<file path="src/rtl/detection_result_collector.sv">
// Tracks cascade progress of one detection window and queues accepted windows
// ({X,Y,score}) in a show-ahead FIFO for the host, with a saturating face count.
module detection_result_collector #(
  parameter int NUM_STAGES = 4,
  parameter int FIFO_DEPTH = 16,
  parameter int COORD_W    = 10,
  parameter int DATA_W     = 32
) (
  input  logic               iClk,
  input  logic               iReset,
  input  logic               iClear,
  input  logic               iStart_Win,
  input  logic [COORD_W-1:0] iWin_X,
  input  logic [COORD_W-1:0] iWin_Y,
  input  logic               iWrreq_OM,
  input  logic [DATA_W-1:0]  iData_out,
  input  logic               iFinish_Stage,
  input  logic               iPass,
  input  logic               iRdreq,
  output logic               oBusy,
  output logic [3:0]         oStage,
  output logic               oWin_Done,
  output logic               oAccept,
  output logic [COORD_W-1:0] oFace_X,
  output logic [COORD_W-1:0] oFace_Y,
  output logic [DATA_W-1:0]  oScore,
  output logic               oEmpty,
  output logic               oFull,
  output logic               oOverflow,
  output logic [15:0]        oFace_Count
);

  localparam int AW = $clog2(FIFO_DEPTH);
  localparam int EW = 2*COORD_W + DATA_W;
  localparam logic [3:0]    LAST_STAGE = 4'(NUM_STAGES - 1);
  localparam logic [AW-1:0] PTR_ONE    = AW'(1);
  localparam logic [AW:0]   CNT_ONE    = (AW+1)'(1);
  localparam logic [AW:0]   CNT_FULL   = (AW+1)'(FIFO_DEPTH);

  typedef enum logic [1:0] {S_IDLE, S_EVAL, S_DONE} state_t;

  state_t               state_q, state_d;
  logic [3:0]           stage_q, stage_d;
  logic [COORD_W-1:0]   x_q, x_d, y_q, y_d;
  logic [DATA_W-1:0]    score_q, score_d;
  logic                 accept_q, accept_d;
  logic [AW-1:0]        wr_ptr_q, wr_ptr_d, rd_ptr_q, rd_ptr_d;
  logic [AW:0]          cnt_q, cnt_d;
  logic                 overflow_q, overflow_d;
  logic [15:0]          face_cnt_q, face_cnt_d;
  logic [EW-1:0]        mem_q [FIFO_DEPTH];

  logic                 in_eval, is_last, accept_push, fifo_full, fifo_empty;
  logic                 pop, wr_en;
  logic [DATA_W-1:0]    push_score;
  logic [EW-1:0]        wr_dat, head_dat;

  assign in_eval     = (state_q == S_EVAL);
  assign is_last     = (stage_q == LAST_STAGE);
  assign accept_push = in_eval & iFinish_Stage & iPass & is_last;
  assign fifo_full   = (cnt_q == CNT_FULL);
  assign fifo_empty  = (cnt_q == '0);
  // A score arriving together with the final verdict must not be missed.
  assign push_score  = iWrreq_OM ? iData_out : score_q;
  assign wr_dat      = {x_q, y_q, push_score};
  assign pop         = iRdreq & ~fifo_empty;
  assign wr_en       = accept_push & (~fifo_full | pop) & ~iClear;
  assign head_dat    = mem_q[rd_ptr_q];

  // FSM: state register
  always_ff @(posedge iClk or posedge iReset) begin
    if (iReset) state_q <= S_IDLE;
    else        state_q <= state_d;
  end

  // FSM: next state
  always_comb begin
    state_d = state_q;
    case (state_q)
      S_IDLE: if (iStart_Win) state_d = S_EVAL;
      S_EVAL: if (iFinish_Stage && (!iPass || is_last)) state_d = S_DONE;
      S_DONE: state_d = iStart_Win ? S_EVAL : S_IDLE;
      default: state_d = S_IDLE;
    endcase
  end

  // FSM: outputs
  always_comb begin
    oBusy     = (state_q == S_EVAL);
    oWin_Done = (state_q == S_DONE);
  end

  // Window context
  always_comb begin
    stage_d  = stage_q;
    x_d      = x_q;
    y_d      = y_q;
    score_d  = score_q;
    accept_d = accept_q;
    if (iStart_Win && !in_eval) begin
      stage_d = '0;
      x_d     = iWin_X;
      y_d     = iWin_Y;
      score_d = '0;
    end
    if (in_eval) begin
      if (iWrreq_OM) score_d = iData_out;
      if (iFinish_Stage) begin
        if (!iPass)       accept_d = 1'b0;
        else if (is_last) accept_d = 1'b1;
        else              stage_d  = stage_q + 4'd1;
      end
    end
  end

  // FIFO bookkeeping, overflow and face count; clear overrides everything here.
  always_comb begin
    wr_ptr_d   = wr_ptr_q;
    rd_ptr_d   = rd_ptr_q;
    cnt_d      = cnt_q;
    overflow_d = overflow_q;
    face_cnt_d = face_cnt_q;
    if (iClear) begin
      wr_ptr_d   = '0;
      rd_ptr_d   = '0;
      cnt_d      = '0;
      overflow_d = 1'b0;
      face_cnt_d = '0;
    end else begin
      if (wr_en) wr_ptr_d = wr_ptr_q + PTR_ONE;
      if (pop)   rd_ptr_d = rd_ptr_q + PTR_ONE;
      if (wr_en && !pop)      cnt_d = cnt_q + CNT_ONE;
      else if (!wr_en && pop) cnt_d = cnt_q - CNT_ONE;
      if (accept_push && fifo_full && !pop) overflow_d = 1'b1;
      if (accept_push && face_cnt_q != 16'hFFFF) face_cnt_d = face_cnt_q + 16'd1;
    end
  end

  always_ff @(posedge iClk or posedge iReset) begin
    if (iReset) begin
      stage_q    <= '0;
      x_q        <= '0;
      y_q        <= '0;
      score_q    <= '0;
      accept_q   <= 1'b0;
      wr_ptr_q   <= '0;
      rd_ptr_q   <= '0;
      cnt_q      <= '0;
      overflow_q <= 1'b0;
      face_cnt_q <= '0;
    end else begin
      stage_q    <= stage_d;
      x_q        <= x_d;
      y_q        <= y_d;
      score_q    <= score_d;
      accept_q   <= accept_d;
      wr_ptr_q   <= wr_ptr_d;
      rd_ptr_q   <= rd_ptr_d;
      cnt_q      <= cnt_d;
      overflow_q <= overflow_d;
      face_cnt_q <= face_cnt_d;
    end
  end

  // Storage needs no reset: the head is masked while the FIFO is empty.
  always_ff @(posedge iClk) begin
    if (wr_en) mem_q[wr_ptr_q] <= wr_dat;
  end

  assign oStage      = stage_q;
  assign oAccept     = accept_q;
  assign oEmpty      = fifo_empty;
  assign oFull       = fifo_full;
  assign oOverflow   = overflow_q;
  assign oFace_Count = face_cnt_q;
  assign oFace_X     = fifo_empty ? '0 : head_dat[EW-1 -: COORD_W];
  assign oFace_Y     = fifo_empty ? '0 : head_dat[DATA_W +: COORD_W];
  assign oScore      = fifo_empty ? '0 : head_dat[DATA_W-1:0];

endmodule

</file>
<file path="config.mk">
export PLATFORM = sky130hd
export DESIGN_NAME = detection_result_collector
export DESIGN_NICKNAME = d
export VERILOG_FILES = /design/src/rtl/detection_result_collector.sv
export SDC_FILE = /design/constraint.sdc
export NUM_CORES = 1
export LEC_CHECK = 0
export CELL_PAD_IN_SITES_DETAIL_PLACEMENT = 0
export CELL_PAD_IN_SITES_GLOBAL_PLACEMENT = 1
export CORE_MARGIN = 1.5
export CORE_UTILIZATION = 53
export CTS_CLUSTER_SIZE = 8
export DETAILED_ROUTE_END_ITERATION = 8
export PLACE_DENSITY = 0.86
export SLEW_MARGIN = 25
export SYNTH_ARGS = -nofsm -noshare
export SYNTH_HDL_FRONTEND = slang
export SYNTH_SLANG_ARGS = --single-unit
</file>
<file path="constraint.sdc">
create_clock -name iClk -period 5.27 [get_ports iClk]
set_input_delay 1.054 -clock iClk [delete_from_list [all_inputs] [get_ports iClk]]
set_output_delay 1.054 -clock iClk [all_outputs]
set_load 0.01 [all_outputs]
</file>
==> flow_metrics.tcl <==
set metrics [dict create \
    status "finished clean" \
    synth-warning-count 0 \
    r2r_cells 8 \
    ant_nets 0 \
    whs_ns 0.4961 \
    power_leakage_nw 13.82 \
    area_growth_pct 18.90 \
    cts-hold-fix-buffers 0 \
    hold_viol_final 0 \
    synthTopCellsByArea "edfxtp_1 (69%), mux4_2 (11%), dfrtp_1 (6.1%)" \
    via_per_inst 6.343 \
    place_hpwl_um 44640 \
    ys_seq_area_frac 0.7498 \
    post_cts_buffers 0 \
    synth_fp_nets 1850 \
    remaining_drc_errors 0 \
    die_area_sq_um 70060 \
    clkSlewWorstSetupHoldPaths_ns 0.05 \
    synth-main-ff-cell "edfxtp_1" \
    syn-instance-count 1778 \
    worst_setup_path_start_kind "flip-flop" \
    vdd_drop_max_mv 0.3540 \
    cts_resized 0 \
    nNetsFinal 2082 \
    grt_pass1_wl_um 126500 \
    hold_path_depth 1 \
    root_buffer "clkbuf_16" \
    drive_gt1_frac 0.2509 \
    synth_commonest_cells "edfxtp_1 (832), mux4_2 (182), mux2i_1 (108)" \
    crit_type "flip-flop to output port" \
    cp-end-kind "output port" \
    synth_enable_flop_cells 832 \
    cts.path.max_buffers 3 \
    p_total_mw 21.48 \
    cts_tree "built" \
    place_area_sq_um 39150 \
    port_buffers 137 \
    setup_violations 0 \
    grt_pass1_vias 19988 \
    cap_violations 0 \
    synth-async-reset-ratio 0.09663 \
    powerDensity_nw_per_um2 497.8 \
    skew_ns 0.03679 \
    core_sq_um 67510 \
    synth_adder_area_share 0.004344 \
    yosys.area_share.simple 0.01869 \
    max_freq_mhz 200.6 \
    synth_top_family_by_area "multiplexers" \
    muxShareOfSynthArea 0.1759 \
    die_h_um 264.7 \
    period_minus_slack_ns 4.985 \
    yosysTopAreaCell "edfxtp_1" \
    avgRoutedWirePerCell_um 28.32 \
    regToRegSetupSlack_ns 1.81 \
    antenna_cells 0 \
    regArea_sq_um 27220 \
    yosys.cell_types.count 51 \
    cts_sinks 921 \
    via_count 18908 \
    timing.rr.end "mem_q[9][29]$_DFFE_PP_" \
    tightest_slew_ns 1.059 \
    timing.final.crit_share 0.9459 \
    dr.pass1.iters 5 \
    insertion_delay_ns 0.72 \
    grt.overflow.total 0 \
    syn_avg_cell_area_sq_um 20.41 \
    path_max_fanout 23 \
    gp_congestion 0.7559 \
    rsz0062_at_grt "no" \
    multi_input_area_sq_um 8702 \
    num_rows 95 \
    start_util 0.5375 \
    rr_startpoint "oStage[0]$_DFF_PP0_" \
    synth_top_area_share 0.6884 \
    slew_headroom 0.2872 \
    antenna_found_initial 0 \
    worst_ep_arrival_time_ns 3.93 \
    finalMaxSlewViolations 0 \
    die_w_um 264.7 \
    synth.most_common_cell "edfxtp_1" \
    postLayoutCellArea_sq_um 43150 \
    worst_ep_required_time_ns 4.22 \
    h-tree-depth 4 \
    fillCellCount 4402 \
    hold_end "score_q[8]$_DFF_PP0_" \
    grt_max_degree 69 \
    synth-xor-area-share 0.004103 \
    ys_ff_latch 921 \
    ios 138 \
    worstHoldStart "score_q[8]$_DFF_PP0_" \
    fin_setup_tns_ns 0 \
    grt_usage 0.2465 \
    hp-class "flip-flop to flip-flop" \
    first_iter_violations 2010 \
    synth_area_sq_um 36290 \
    finalWirelength_um 84420 \
    synth-compound-area-share 0.03482 \
    cts_buffers 133 \
]
==> worst max path at each step <==
stage	start	slack [ns]	end	depth (start not counted)
6_report	cnt_q[1]$_DFFE_PP0P_	0.29	oScore[21]	6
3_5_place_dp	iPass	0.96	mem_q[11][15]$_DFFE_PP_	8
5_1_grt	cnt_q[1]$_DFFE_PP0P_	0.07	oScore[0]	6
3_3_place_gp	iPass	1.01	mem_q[9][20]$_DFFE_PP_	8
2_1_floorplan	iPass	0.42	mem_q[12][0]$_DFFE_PP_	4
4_1_cts	cnt_q[1]$_DFFE_PP0P_	0.27	oScore[0]	6
==> sequential cells by signal, indices dropped and copies added (netlist names) <==
| signal | count |
|---|---|
| mem_q | 832 |
| score_q | 32 |
| oFace_Count | 16 |
| x_q | 10 |
| y_q | 10 |
| cnt_q | 5 |
| oStage | 4 |
| rd_ptr_q | 4 |
| wr_ptr_q | 4 |
| state_q | 2 |
| oAccept | 1 |
| oOverflow | 1 |
==> metrics by stage <==
stage          utilization  worst slack (ns)  cells
2_1_floorplan            -            0.4195   1778
3_3_place_gp        0.5799             1.005   2748
3_5_place_dp        0.5799            0.9580   2748
4_1_cts             0.6392            0.2724   2981
5_1_grt             0.6392           0.07306   2981
6_report            0.6392            0.2852   2981
==> layer usage <==
| metal | vias to the layer above | wire, um | global-route usage |
|---|---|---|---|
| li1 | 7850 | - | - |
| met1 | 9928 | 33010 | 0.3313 |
| met2 | 969 | 42350 | 0.4016 |
| met3 | 161 | 6437 | 0.04895 |
| met4 | 0 | 2619 | 0.09637 |
| met5 | - | 0 | 0 |
==> cell families (layout without fill, tap and decap cells) <==
| kind of cell | Yosys count | after routing |
|---|---|---|
| AO/OA/AOI/OAI | 195 | 195 |
| XOR/XNOR | 17 | 17 |
| adder cells (fa/ha/maj) | 12 | 12 |
| buffers and inverters | 112 | 442 |
| flip-flops | 921 | 921 |
| multiplexers | 397 | 397 |
| AND/OR/NAND/NOR | 124 | 124 |
==> cells in the final DEF, fill, tap and decap left out, types with 4 or more instances in the layout <==
master	synthesis	routed
a211oi_1	26	26
a21oi_1	39	38
a22o_1	32	32
and2_2	0	12
buf_12	0	22
buf_4	0	36
clkbuf_1	62	82
clkbuf_16	0	134
clkdlybuf4s50_1	0	136
clkinv_16	0	6
clkinv_8	0	5
dfrtp_1	89	86
edfxtp_1	832	832
ha_1	11	11
inv_1	13	12
mux2_2	107	107
mux2i_1	108	108
mux4_2	182	182
nand2_1	21	20
nand3_1	13	13
nand4_1	10	10
nor2_1	27	23
nor2_4	0	4
nor3_1	4	4
nor4_1	4	4
o21ai_0	33	33
o22ai_1	52	52
or3_1	5	5
xnor2_1	10	10
xor2_1	7	7
==> final cells by class <==
cell class / instances / area share
clock buffers: 218 / 0.08548
clock inverters: 15 / 0.007307
inverters: 14 / 0.001276
multi-input cells: 745 / 0.2017
flip-flops and latches: 921 / 0.6308
well taps: 873 / 0.02531
repair buffers: 195 / 0.04813
==> critical path, cell delays in order, from the launching register on <==
cell and delay, ns:
dfrtp_1 0.43, nor4_1 0.63, nand2b_1 0.33, nand2_2 0.66, buf_4 0.39, o22ai_1 0.22, clkdlybuf4s50_1 0.55
==> report_power, final <==
group / internal (mW) / switching [mW]
registers: 8.88 / 0.606
clock network: 4.81 / 3.19
logic: 1.97 / 2.03
Note: power is estimated with default switching activity, not from simulation.
